File: src/rtl/envelope_vca.sv
// ADSR envelope generator driving a PWM VCA on a square oscillator.
// Define ENVELOPE_HARD_RESTART_EN to zero the level on every retrigger.
module envelope_vca #(
  parameter int WIDTH         = 8,
  parameter int PRESCALE_BITS = 10
) (
  input  logic             clk,
  input  logic             rst,
  input  logic             gate,
  input  logic             osc_in,
  input  logic [WIDTH-1:0] attack_rate,
  input  logic [WIDTH-1:0] decay_rate,
  input  logic [WIDTH-1:0] sustain_level,
  input  logic [WIDTH-1:0] release_rate,
  output logic [WIDTH-1:0] level,
  output logic [1:0]       state,
  output logic             busy,
  output logic             pwm_out
);

  typedef enum logic [2:0] {
    S_IDLE,
    S_ATTACK,
    S_DECAY,
    S_SUSTAIN,
    S_RELEASE
  } env_state_t;

  localparam logic [WIDTH-1:0] LVL_MAX = '1;
  localparam logic [WIDTH-1:0] LVL_MIN = '0;

  env_state_t st;
  env_state_t st_n;

  logic [WIDTH-1:0]         level_n;
  logic                     gate_q;
  logic [PRESCALE_BITS-1:0] presc;
  logic [WIDTH-1:0]         pwm_cnt;

  logic tick;
  logic rise;
  logic fall;
  logic active;

  logic [WIDTH:0] att_sum;
  logic [WIDTH:0] dec_diff;
  logic [WIDTH:0] rel_diff;

  assign rise   = gate & ~gate_q;
  assign fall   = ~gate & gate_q;
  assign tick   = &presc;
  assign active = (st == S_ATTACK) ||
                  (st == S_DECAY)  ||
                  (st == S_SUSTAIN);

  // Extra MSB is the carry (attack) or borrow (decay/release).
  assign att_sum  = {1'b0, level} + {1'b0, attack_rate};
  assign dec_diff = {1'b0, level} - {1'b0, decay_rate};
  assign rel_diff = {1'b0, level} - {1'b0, release_rate};

  always_comb begin
    st_n    = st;
    level_n = level;
    if (rise) begin
      st_n = S_ATTACK;
`ifdef ENVELOPE_HARD_RESTART_EN
      level_n = LVL_MIN;
`else
      level_n = level;
`endif
    end else if (fall && active) begin
      st_n = S_RELEASE;
    end else if (tick) begin
      case (st)
        S_ATTACK: begin
          if (attack_rate != LVL_MIN) begin
            if (att_sum[WIDTH] ||
                att_sum[WIDTH-1:0] == LVL_MAX) begin
              level_n = LVL_MAX;
              st_n    = S_DECAY;
            end else begin
              level_n = att_sum[WIDTH-1:0];
            end
          end
        end
        S_DECAY: begin
          if (sustain_level >= level) begin
            level_n = sustain_level;
            st_n    = S_SUSTAIN;
          end else if (decay_rate != LVL_MIN) begin
            if (dec_diff[WIDTH] ||
                dec_diff[WIDTH-1:0] <= sustain_level) begin
              level_n = sustain_level;
              st_n    = S_SUSTAIN;
            end else begin
              level_n = dec_diff[WIDTH-1:0];
            end
          end
        end
        S_RELEASE: begin
          if (release_rate != LVL_MIN) begin
            if (rel_diff[WIDTH] ||
                rel_diff[WIDTH-1:0] == LVL_MIN) begin
              level_n = LVL_MIN;
              st_n    = S_IDLE;
            end else begin
              level_n = rel_diff[WIDTH-1:0];
            end
          end
        end
        default: begin
          st_n    = st;
          level_n = level;
        end
      endcase
    end
  end

  always_ff @(posedge clk) begin
    if (!rst) begin
      st      <= S_IDLE;
      level   <= LVL_MIN;
      gate_q  <= 1'b0;
      presc   <= '0;
      pwm_cnt <= '0;
      pwm_out <= 1'b0;
    end else begin
      st      <= st_n;
      level   <= level_n;
      gate_q  <= gate;
      presc   <= presc + PRESCALE_BITS'(1);
      pwm_cnt <= pwm_cnt + WIDTH'(1);
      pwm_out <= osc_in & (pwm_cnt < level);
    end
  end

  // RELEASE is visible only through busy.
  always_comb begin
    state = 2'd0;
    case (st)
      S_ATTACK:  state = 2'd1;
      S_DECAY:   state = 2'd2;
      S_SUSTAIN: state = 2'd3;
      default:   state = 2'd0;
    endcase
  end

  assign busy = (st != S_IDLE);

endmodule

File: config.mk
export PLATFORM = sky130hd
export DESIGN_NAME = envelope_vca
export DESIGN_NICKNAME = d
export VERILOG_FILES = /design/src/rtl/envelope_vca.sv
export SDC_FILE = /design/constraint.sdc
export NUM_CORES = 1
export LEC_CHECK = 0
export ABC_CLOCK_PERIOD_IN_PS = 4870
export BUFFER_PORTS_ARGS = -buffer_cell sky130_fd_sc_hd__buf_4
export CORE_ASPECT_RATIO = 1.2
export CORE_MARGIN = 2
export CORE_UTILIZATION = 31
export DETAILED_ROUTE_END_ITERATION = 10
export SYNTH_ARGS = -nofsm -noshare
export SYNTH_HDL_FRONTEND = slang
export SYNTH_SLANG_ARGS = --single-unit
File: constraint.sdc
create_clock -name clk -period 4.87 [get_ports clk]
set_clock_uncertainty 0.1 [all_clocks]
set_input_delay 0.2435 -clock clk [delete_from_list [all_inputs] [get_ports clk]]
set_output_delay 0.2435 -clock clk [all_outputs]
set_load 0.01 [all_outputs]
==> results of run 1 <==
-- worst max-delay path, delay by kind of cell (launching register included) --
family	cells	cell delay, ns
and+or+nand+nor	3	0.33
adders and majority gates	3	0.84
DFF	1	0.39
muxes	1	0.19
buffers and inverters	3	0.38
AOI/OAI and AO/OA	7	1.71
-- report_power, final --
part           switching [mW]  internal [mW]
clock                   0.110          0.254
sequential            0.00576          0.260
combinational          0.0735         0.0704
total                   0.189          0.584
-- metrics by stage --
stage | setup slack (ns) | hold slack [ns] | utilization (%) | area [um2]
floorplan | 1.32 | 0.265 | - | 3310
global placement | 0.966 | 0.339 | 36.4 | 3800
detailed placement | 0.869 | 0.343 | 36.4 | 3800
CTS | 0.840 | 0.109 | 38.0 | 3980
global route | 0.467 | 0.135 | 38.0 | 3980
finish | 0.852 | 0.113 | 38.0 | 3980
-- cell families after synthesis --
kind of cell | Yosys count
xor+xnor | 23
compound gates | 104
mux | 9
flops | 31
simple gates | 138
fa+ha+maj | 53
buf+inv | 48
-- sequential cells by signal, indices dropped and copies added, names as in the netlist --
signal	flops
level	8
presc	10
gate_q	1
st	3
pwm_cnt	8
pwm_out	1
-- cell usage in the layout (no fill, tap or decap), types with 6 or more instances in the layout --
| cell type | instances |
|---|---|
| mux2i_1 | 7 |
| and3_1 | 10 |
| ha_1 | 49 |
| and2_1 | 16 |
| xnor2_1 | 16 |
| nor2b_1 | 7 |
| a21o_1 | 12 |
| nand4_1 | 6 |
| inv_1 | 40 |
| nor4_1 | 6 |
| nand2_1 | 19 |
| dfxtp_1 | 31 |
| nor2_1 | 21 |
| buf_4 | 50 |
| nand3_1 | 18 |
| nand2b_1 | 7 |
| a21oi_1 | 20 |
| o211ai_1 | 8 |
| o21ai_0 | 16 |
| a211oi_1 | 8 |
| xor2_1 | 7 |
-- routing by layer --
metal  up-vias  GRT usage (%)
met5         -              0
met4         0           7.49
met3        27           2.20
met2        57           28.8
met1      1449           18.1
li1       1592              -
-- layout make-up --
cell class                 instances  area share [%]
clock buffer                       6            3.49
clock inverter                     2           0.881
inverter                          40            3.77
multi-input combinational        327            62.8
sequential                        31            15.6
tap                              129            4.06
timing repair buffer              50            9.43
-- final timing paths --
kind	startpoint	to	cells after the start
worst max-delay path	level[0]	st[0]	17
worst min-delay path	gate	gate_q	2
worst max register to register	level[0]	st[0]	17
worst min register to register	presc[0]	presc[0]	1
==> impl_metrics.py, run 1 <==
metrics = {
    "outcome": {
        "status": "finished clean",
    },
    "clock_tree": {
        "clockBufferDepth": 2,
        "cts_tree": "built",
        "cts_setup_buffers": 0,
        "ctsHoldBuffers": 0,
        "cts_made_buffers": 5,
        "cts_sinks": 31,
        "htree_levels": 2,
        "cts_resized": 0,
        "clk_latency_ns": 0.27,
        "clk_pin_slew_ns": 0.05,
        "root_buffer": "clkbuf_16",
    },
    "drt": {
        "vias_per_cell": 5.34,
        "drt-pass1-iter-count": 4,
        "wl_um": 8890,
        "wl_met2_um": 4350,
        "wl_per_cell_um": 15.2,
        "wl_met1_um": 3860,
        "remaining_drc_errors": 0,
        "top_layer": "met4",
        "ant_nets": 0,
        "wl_met3_um": 300,
        "dr.first_iter.drc_count": 95,
        "vias": 3125,
    },
    "timing": {
        "maxSlewHeadroom_pct": 55.2,
        "tns_ns": 0,
        "finalMaxSlewViolations": 0,
        "period_needed_ns": 4.02,
        "worst_pin_slew_ns": 0.669,
        "fmax_mhz": 249,
        "fin_crit_sh_pct": 82.5,
        "setup_viol_count_final": 0,
        "rsz0062_at_grt": "false",
        "hold_viol_final": 0,
    },
    "power": {
        "power_density_nw_per_um2": 194,
        "vdd_drop_max_mv": 0.155,
        "total_power_mw": 0.773,
        "p_leak_nw": 1.78,
    },
    "die": {
        "start_util_pct": 31.7,
        "dieArea_um2": 11500,
        "std_cell_rows": 41,
        "die_y_um": 117,
        "die_w_um": 98.4,
        "io_pins": 48,
        "core-area_um2": 10500,
    },
    "placement": {
        "gp_congestion": 0.902,
        "place_inst": 577,
        "io_buffers": 47,
        "dp_hpwl_um": 7320,
    },
    "setup_path": {
        "slowest_delay_ns": 0.51,
        "worstSetupEndpointType": "flop",
        "cp_slowest_cell": "a2111oi_0",
        "reg2reg_slack_ns": 0.85,
        "start_kind": "flop",
        "crit_arrival_ns": 4.13,
        "cp_cell_sequence": "inv_1, ha_1, inv_1, fa_1, a211oi_1, nor2_1, o311a_1, a21oi_1, ha_1, nand4_1, a21oi_1, a2111oi_0, nor4b_2, buf_4, o2bb2ai_1, o31ai_2, mux2i_1",
        "criticalPathCategory": "flop to flop",
        "crit_required_ns": 4.98,
        "cp_max_fo": 9,
    },
    "layout": {
        "finalNetCount": 543,
        "multi_input_area_um2": 2500,
        "regArea_um2": 621,
        "fillers": 1078,
        "post_layout_nonfiller_instances": 585,
        "drive_above_1_share_pct": 15.1,
        "antenna_cells": 0,
        "area_delta_synth_final_pct": 20.1,
    },
    "global_routing": {
        "grt_max_degree": 37,
        "grt_use_total_pct": 15.7,
        "grt_first_pass_wirelength_um": 14600,
        "antenna_found_initial": 0,
        "globalRouteOverflowTotal": 0,
        "grt_pass1_vias": 3098,
    },
    "synthesis": {
        "ys_seq_area_share_pct": 18.7,
        "synth_area_per_cell_um2": 8.16,
        "ys_top_cells_by_count": "49 x ha_1, 40 x inv_1, 31 x dfxtp_1, 21 x nor2_1, 20 x a21oi_1",
        "synthSimpleGateAreaFrac_pct": 23.0,
        "yosys.area.top_type": "dfxtp_1",
        "synth_top_family_by_area": "simple AND/OR/NAND/NOR gates",
        "synth-adder-area-share_pct": 20.6,
        "muxShareOfSynthArea_pct": 2.79,
        "ys.flop_type": "dfxtp_1",
        "async_flop_share_pct": 0,
        "synth_xor_area_share_pct": 6.08,
        "netlist_instances": 406,
        "yosys-top-cells-area": "dfxtp_1 19%, ha_1 19%, inv_1 4.5%, xnor2_1 4.2%, a21oi_1 3.0%",
        "synth_top_area_share_pct": 18.7,
        "synth_nets": 494,
        "synth-compound-area-share_pct": 22.7,
        "synth_area_um2": 3310,
        "yosys_register_bits": 31,
        "synth_cell_types": 61,
        "yosysMostFrequentCell": "ha_1",
        "synth_edf_count": 0,
        "yosys_warnings": 0,
    },
    "worst_hold_path": {
        "hold_path.class": "input pin to flop",
    },
    "run": {
        "drv_cap": 0,
    },
}
(Power assumes the default switching activity.)
==> run 2, diff against run 1 <==
Settings changed: ABC_AREA set to 1, ABC_CLOCK_PERIOD_IN_PS 4870 to 3600.
Clock period 4.87 ns to 3.6 ns, I/O delays scaled along.
==> impl_metrics.py, run 2 <==
metrics = {
    "outcome": {
        "status": "finished clean",
    },
    "clock_tree": {
        "htree_levels": 2,
        "clockBufferDepth": 2,
        "cts_sinks": 31,
        "cts_made_buffers": 5,
        "clk_latency_ns": 0.28,
        "clk_pin_slew_ns": 0.06,
        "ctsHoldBuffers": 0,
        "cts_tree": "built",
        "root_buffer": "clkbuf_16",
    },
    "setup_path": {
        "crit_required_ns": 3.67,
        "crit_arrival_ns": 3.36,
        "cp_cell_sequence": "inv_1, ha_1, inv_1, fa_2, nand3_1, nand2_1, a21oi_1, o21ai_0, xor2_1, inv_1, ha_1, nand2_1, nor2_1, nand2_1, nand2_1, nand3_1, nor2_1, buf_6, nand2_1, nand3_1, nand3_1, o21ai_1, inv_1",
        "slowest_delay_ns": 0.35,
        "path_delay_family": "simple AND/OR/NAND/NOR gates",
        "cp_max_fo": 13,
        "cp_slowest_cell": "fa_2",
        "reg2reg_slack_ns": 0.31,
        "worstSetupEndpointType": "flop",
        "crit_buf_inv": 5,
        "start_kind": "flop",
        "criticalPathCategory": "flop to flop",
        "cpMostUsedCell": "nand2_1",
    },
    "layout": {
        "fillers": 1197,
        "antenna_cells": 0,
        "finalNetCount": 700,
        "final_common_cell": "nand2_1",
        "top_regs": "presc: 10 flops, level: 8 flops, pwm_cnt: 8 flops",
        "final_cell_mix": "142 x nand2_1, 95 x inv_1, 56 x buf_4, 49 x ha_1, 48 x nand3_1",
        "area_delta_synth_final_pct": 20.4,
        "post_layout_nonfiller_instances": 744,
        "fin_util_pct": 38.1,
        "largest_reg_flops": 10,
        "drive_above_1_share_pct": 14.9,
        "regMostFlops": "presc",
    },
    "timing": {
        "worst_pin_slew_ns": 0.582,
        "fin_crit_sh_pct": 91.3,
        "setup_viol_count_final": 0,
        "maxSlewHeadroom_pct": 61.1,
        "period_needed_ns": 3.29,
        "rsz0062_at_grt": "false",
        "finalMaxSlewViolations": 0,
        "hold_viol_final": 0,
        "fmax_mhz": 304,
        "tns_ns": 0,
    },
    "power": {
        "combPwrFrac_pct": 21.0,
        "seq_power_share_pct": 36.5,
        "power_frac_clock_pct": 42.5,
        "power.switching_mw": 0.270,
        "intPower_mw": 0.712,
        "total_power_mw": 0.982,
        "vdd_drop_max_mv": 0.203,
        "p_sw_share_pct": 27.5,
        "power_density_nw_per_um2": 235,
        "p_leak_nw": 2.24,
    },
    "die": {
        "io_pins": 48,
        "start_util_pct": 31.6,
        "dieArea_um2": 12100,
        "core-area_um2": 11000,
        "std_cell_rows": 42,
        "die_y_um": 120,
        "die_w_um": 101,
    },
    "global_routing": {
        "globalRouteOverflowTotal": 0,
        "grt_pass1_vias": 3521,
        "grt_use_total_pct": 16.1,
        "antenna_found_initial": 0,
        "grt_first_pass_wirelength_um": 15700,
        "grt_max_degree": 19,
    },
    "drt": {
        "dr.first_iter.drc_count": 185,
        "wl_um": 9330,
        "drt-pass1-iter-count": 5,
        "ant_nets": 0,
        "vias_per_cell": 4.86,
        "vias": 3616,
        "wl_per_cell_um": 12.5,
        "remaining_drc_errors": 0,
    },
    "synthesis": {
        "netlist_instances": 555,
        "async_flop_share_pct": 0,
        "yosysMostFrequentCell": "nand2_1",
        "yosys-top-cells-area": "dfxtp_1 18%, ha_1 18%, nand2_1 15%, inv_1 10%, nand3_1 6.9%",
        "synth_top_area_share_pct": 17.9,
        "yosys_warnings": 0,
        "synth_edf_count": 0,
        "synth-adder-area-share_pct": 19.4,
        "muxShareOfSynthArea_pct": 0,
        "yosys_register_bits": 31,
        "ys_top_cells_by_count": "142 x nand2_1, 96 x inv_1, 49 x ha_1, 48 x nand3_1, 44 x nor2_1",
        "synth-compound-area-share_pct": 12.6,
        "synthSimpleGateAreaFrac_pct": 35.8,
        "synth_area_per_cell_um2": 6.26,
        "synth_nets": 643,
        "ys.flop_type": "dfxtp_1",
        "synth_top_family_by_area": "simple AND/OR/NAND/NOR gates",
        "ys_seq_area_share_pct": 17.9,
        "yosys.area.top_type": "dfxtp_1",
        "synth_area_um2": 3470,
        "synth_xor_area_share_pct": 2.02,
        "synth_cell_types": 42,
    },
    "run": {
        "drv_cap": 0,
    },
    "placement": {
        "gp_congestion": 0.906,
        "dp_hpwl_um": 7790,
        "place_inst": 736,
        "io_buffers": 47,
    },
    "worst_hold_path": {
        "hold_path.class": "input pin to flop",
    },
}
## run 2: through the flow
stage          cell area, um2  setup WS [ns]  hold WS [ns]
2_1_floorplan            3470          0.474         0.173
3_3_place_gp             4030          0.337         0.301
3_5_place_dp             4030          0.208         0.307
4_1_cts                  4170          0.206        0.0220
5_1_grt                  4180         0.0291        0.0355
6_report                 4180          0.313        0.0216
## run 2: path summary, 6_finish.rpt
kind / cells after the start / end / startpoint
min reg2reg: 1 / presc[0] / presc[0]
max reg2reg: 23 / level[5] / level[0]
max: 23 / level[5] / level[0]
min: 3 / gate_q / gate
## run 2: area by class of cell
class                           instances  area (um2)  share of cell area (%)
Timing Repair Buffer                   57         432                    10.3
Clock buffer                            6         139                    3.32
Inverter                              105         394                    9.42
Sequential cell                        31         621                    14.8
Multi-Input combinational cell        412        2430                    58.0
Clock inverter                          1        5.00                   0.120
Tap cell                              132         165                    3.95
## run 2: cells by family (layout without fill, tap and decap cells)
group	Yosys count	in the layout
and+or+nand+nor	276	276
xor gates and xnor gates	8	8
DFF	31	31
buffers and inverters	112	169
adders and majority gates	52	52
AOI/OAI and AO/OA	76	76
## run 2: routing by layer
layer  vias up  track usage (%)  wire length [um]
met1      1609             21.2              4320
met3        20             2.04               470
met5         -                0                 0
met2        80             26.8              4250
li1       1907                -                 -
met4         0             5.57               289
## run 2: timing repair
action	4_1_cts	5_1_grt
buffers inserted	0	1
resized for setup	0	3
setup endpoints to repair	0	5
## run 2: worst reg2reg max path, stage by stage (launching register included)
cell and delay (ns):
dfxtp_1 0.30, inv_1 0.11, ha_1 0.16, inv_1 0.06
fa_2 0.35, nand3_1 0.08, nand2_1 0.10, a21oi_1 0.13
o21ai_0 0.10, xor2_1 0.20, inv_1 0.07, ha_1 0.27
nand2_1 0.06, nor2_1 0.15, nand2_1 0.07, nand2_1 0.05
nand3_1 0.06, nor2_1 0.12, buf_6 0.17, nand2_1 0.06
nand3_1 0.11, nand3_1 0.09, o21ai_1 0.17, inv_1 0.06
## run 2: power by group through the flow
stage	combinational [mW]	clock (mW)	sequential, mW
finish	0.206	0.417	0.358
global route	0.238	0.443	0.359
CTS	0.205	0.429	0.358
detailed placement	0.203	0	0.365
global placement	0.200	0	0.365
floorplan	0.131	0	0.364
==> run 3, diff against run 2 <==
--- a/config.mk
+++ b/config.mk
@@ -11,5 +11,5 @@
 export CORE_ASPECT_RATIO = 1.2
 export CORE_MARGIN = 2
-export CORE_UTILIZATION = 31
+export CORE_UTILIZATION = 35
 export DETAILED_ROUTE_END_ITERATION = 10
 export SYNTH_ARGS = -nofsm -noshare
==> constraint.sdc (replaced) <==
create_clock -name clk -period 3.6 [get_ports clk]
set_clock_uncertainty 0.1 [all_clocks]
set_input_delay 0.72 -clock clk [delete_from_list [all_inputs] [get_ports clk]]
set_output_delay 0.72 -clock clk [all_outputs]
set_load 0.01 [all_outputs]
==> impl_metrics.py, run 3 (synthesis results as in run 2) <==
metrics = {
    "placement": {
        "gp_congestion": 0.933,
        "place_inst": 731,
        "io_buffers": 47,
        "dp_hpwl_um": 8040,
    },
    "timing": {
        "worst_pin_slew_ns": 0.702,
        "maxSlewHeadroom_pct": 53.0,
        "fmax_mhz": 292,
        "fin_crit_sh_pct": 95.3,
        "hold_viol_final": 0,
        "setup_viol_count_final": 0,
        "finalMaxSlewViolations": 0,
        "period_needed_ns": 3.43,
        "worst_hold_slack_ns": 0.361,
        "tns_ns": 0,
    },
    "die": {
        "std_cell_rows": 39,
        "die_w_um": 95.0,
        "dieArea_um2": 10700,
        "io_pins": 48,
        "start_util_pct": 36.1,
        "core-area_um2": 9610,
        "die_y_um": 113,
    },
    "drt": {
        "drt-pass1-iter-count": 4,
        "wl_met3_um": 513,
        "vias": 3689,
        "wl_met1_um": 4310,
        "vias_per_cell": 4.98,
        "ant_nets": 0,
        "wl_um": 9900,
        "dr.first_iter.drc_count": 158,
        "remaining_drc_errors": 0,
        "top_layer": "met4",
        "wl_met2_um": 4880,
        "wl_per_cell_um": 13.4,
    },
    "layout": {
        "final_common_cell": "nand2_1",
        "fin_util_pct": 44.3,
        "area_delta_synth_final_pct": 22.5,
        "largest_reg_flops": 10,
        "top_regs": "presc: 10 flops, level: 8 flops, pwm_cnt: 8 flops",
        "finalNetCount": 705,
        "post_layout_nonfiller_instances": 741,
        "regMostFlops": "presc",
        "antenna_cells": 0,
        "final_cell_mix": "142 x nand2_1, 96 x inv_1, 61 x buf_4, 48 x nand3_1, 48 x ha_1",
        "drive_above_1_share_pct": 16.2,
    },
    "setup_path": {
        "criticalPathCategory": "input pin to flop",
        "path_delay_family": "simple AND/OR/NAND/NOR gates",
        "crit_required_ns": 3.66,
        "cpMostUsedCell": "nand2_1",
        "crit_buf_inv": 4,
        "slowest_delay_ns": 0.33,
        "cp_max_fo": 4,
        "cp_slowest_cell": "fa_2",
        "worstSetupEndpointType": "flop",
        "crit_arrival_ns": 3.49,
        "reg2reg_slack_ns": 0.20,
        "start_kind": "input pin",
    },
    "power": {
        "vdd_drop_max_mv": 0.182,
        "power_density_nw_per_um2": 249,
        "p_leak_nw": 2.27,
        "total_power_mw": 1.06,
    },
    "clock_tree": {
        "clk_latency_ns": 0.28,
        "cts_made_buffers": 5,
        "cts_sinks": 31,
        "htree_levels": 2,
        "cts_tree": "built",
        "ctsHoldBuffers": 0,
        "root_buffer": "clkbuf_16",
        "clk_pin_slew_ns": 0.06,
        "clockBufferDepth": 2,
    },
    "global_routing": {
        "grt_use_total_pct": 19.2,
        "grt_pass1_vias": 3622,
        "grt_max_degree": 19,
        "antenna_found_initial": 0,
        "globalRouteOverflowTotal": 0,
        "grt_first_pass_wirelength_um": 16300,
    },
    "run": {
        "drv_cap": 0,
    },
    "outcome": {
        "status": "finished clean",
    },
    "worst_hold_path": {
        "hold_path.class": "flop to flop",
    },
}
run 3: cell count changes in the layout (fill, tap and decap cells not counted), moves of 2 or more:
cell,previous run,this run
nor2_1,44,42
nor2_2,4,6
o21ai_1,8,10
buf_4,56,61
o21ai_0,11,9
run 3: worst paths after layout:
path / start / endpoint / depth (start not counted)
worst max register to register: level[0] / st[0] / 25
worst min register to register: pwm_cnt[0] / pwm_cnt[0] / 1
worst max-delay path: decay_rate[0] / st[0] / 25
worst min-delay path: pwm_cnt[0] / pwm_cnt[0] / 1
run 3: per-stage QoR:
stage	cell area, um2	setup WS [ns]
2_1_floorplan	3470	0.219
3_3_place_gp	4040	-0.00930
3_5_place_dp	4040	-0.0719
4_1_cts	4210	0.211
5_1_grt	4260	-0.0664
6_report	4260	0.171
run 3: per-layer routing:
metal	GRT usage, %	up-vias
li1	-	1925
met1	23.1	1651
met2	35.1	95
met3	2.46	18
met4	5.31	0
met5	0	-
run 3: where the power goes:
group / internal (mW) / total, mW / switching, mW
clock: 0.326 / 0.486 / 0.160
combinational: 0.0940 / 0.214 / 0.120
sequential: 0.351 / 0.358 / 0.00665
total: 0.771 / 1.06 / 0.287
run 3: cell type report:
cell class / instances / area, um2
multi-input cells: 412 / 2450
repair buffers: 62 / 469
flip-flops and latches: 31 / 621
clock inverters: 3 / 43.8
inverters: 105 / 394
fillers: 992 / 5360
clock buffers: 5 / 125
well taps: 123 / 154
run 3: timing repair:
item                                    in CTS  in global routing
endpoints found under the setup margin       0                  4
buffers inserted                             0                  2
gates resized for setup                      0                  8
hold endpoints to repair                     0                  0
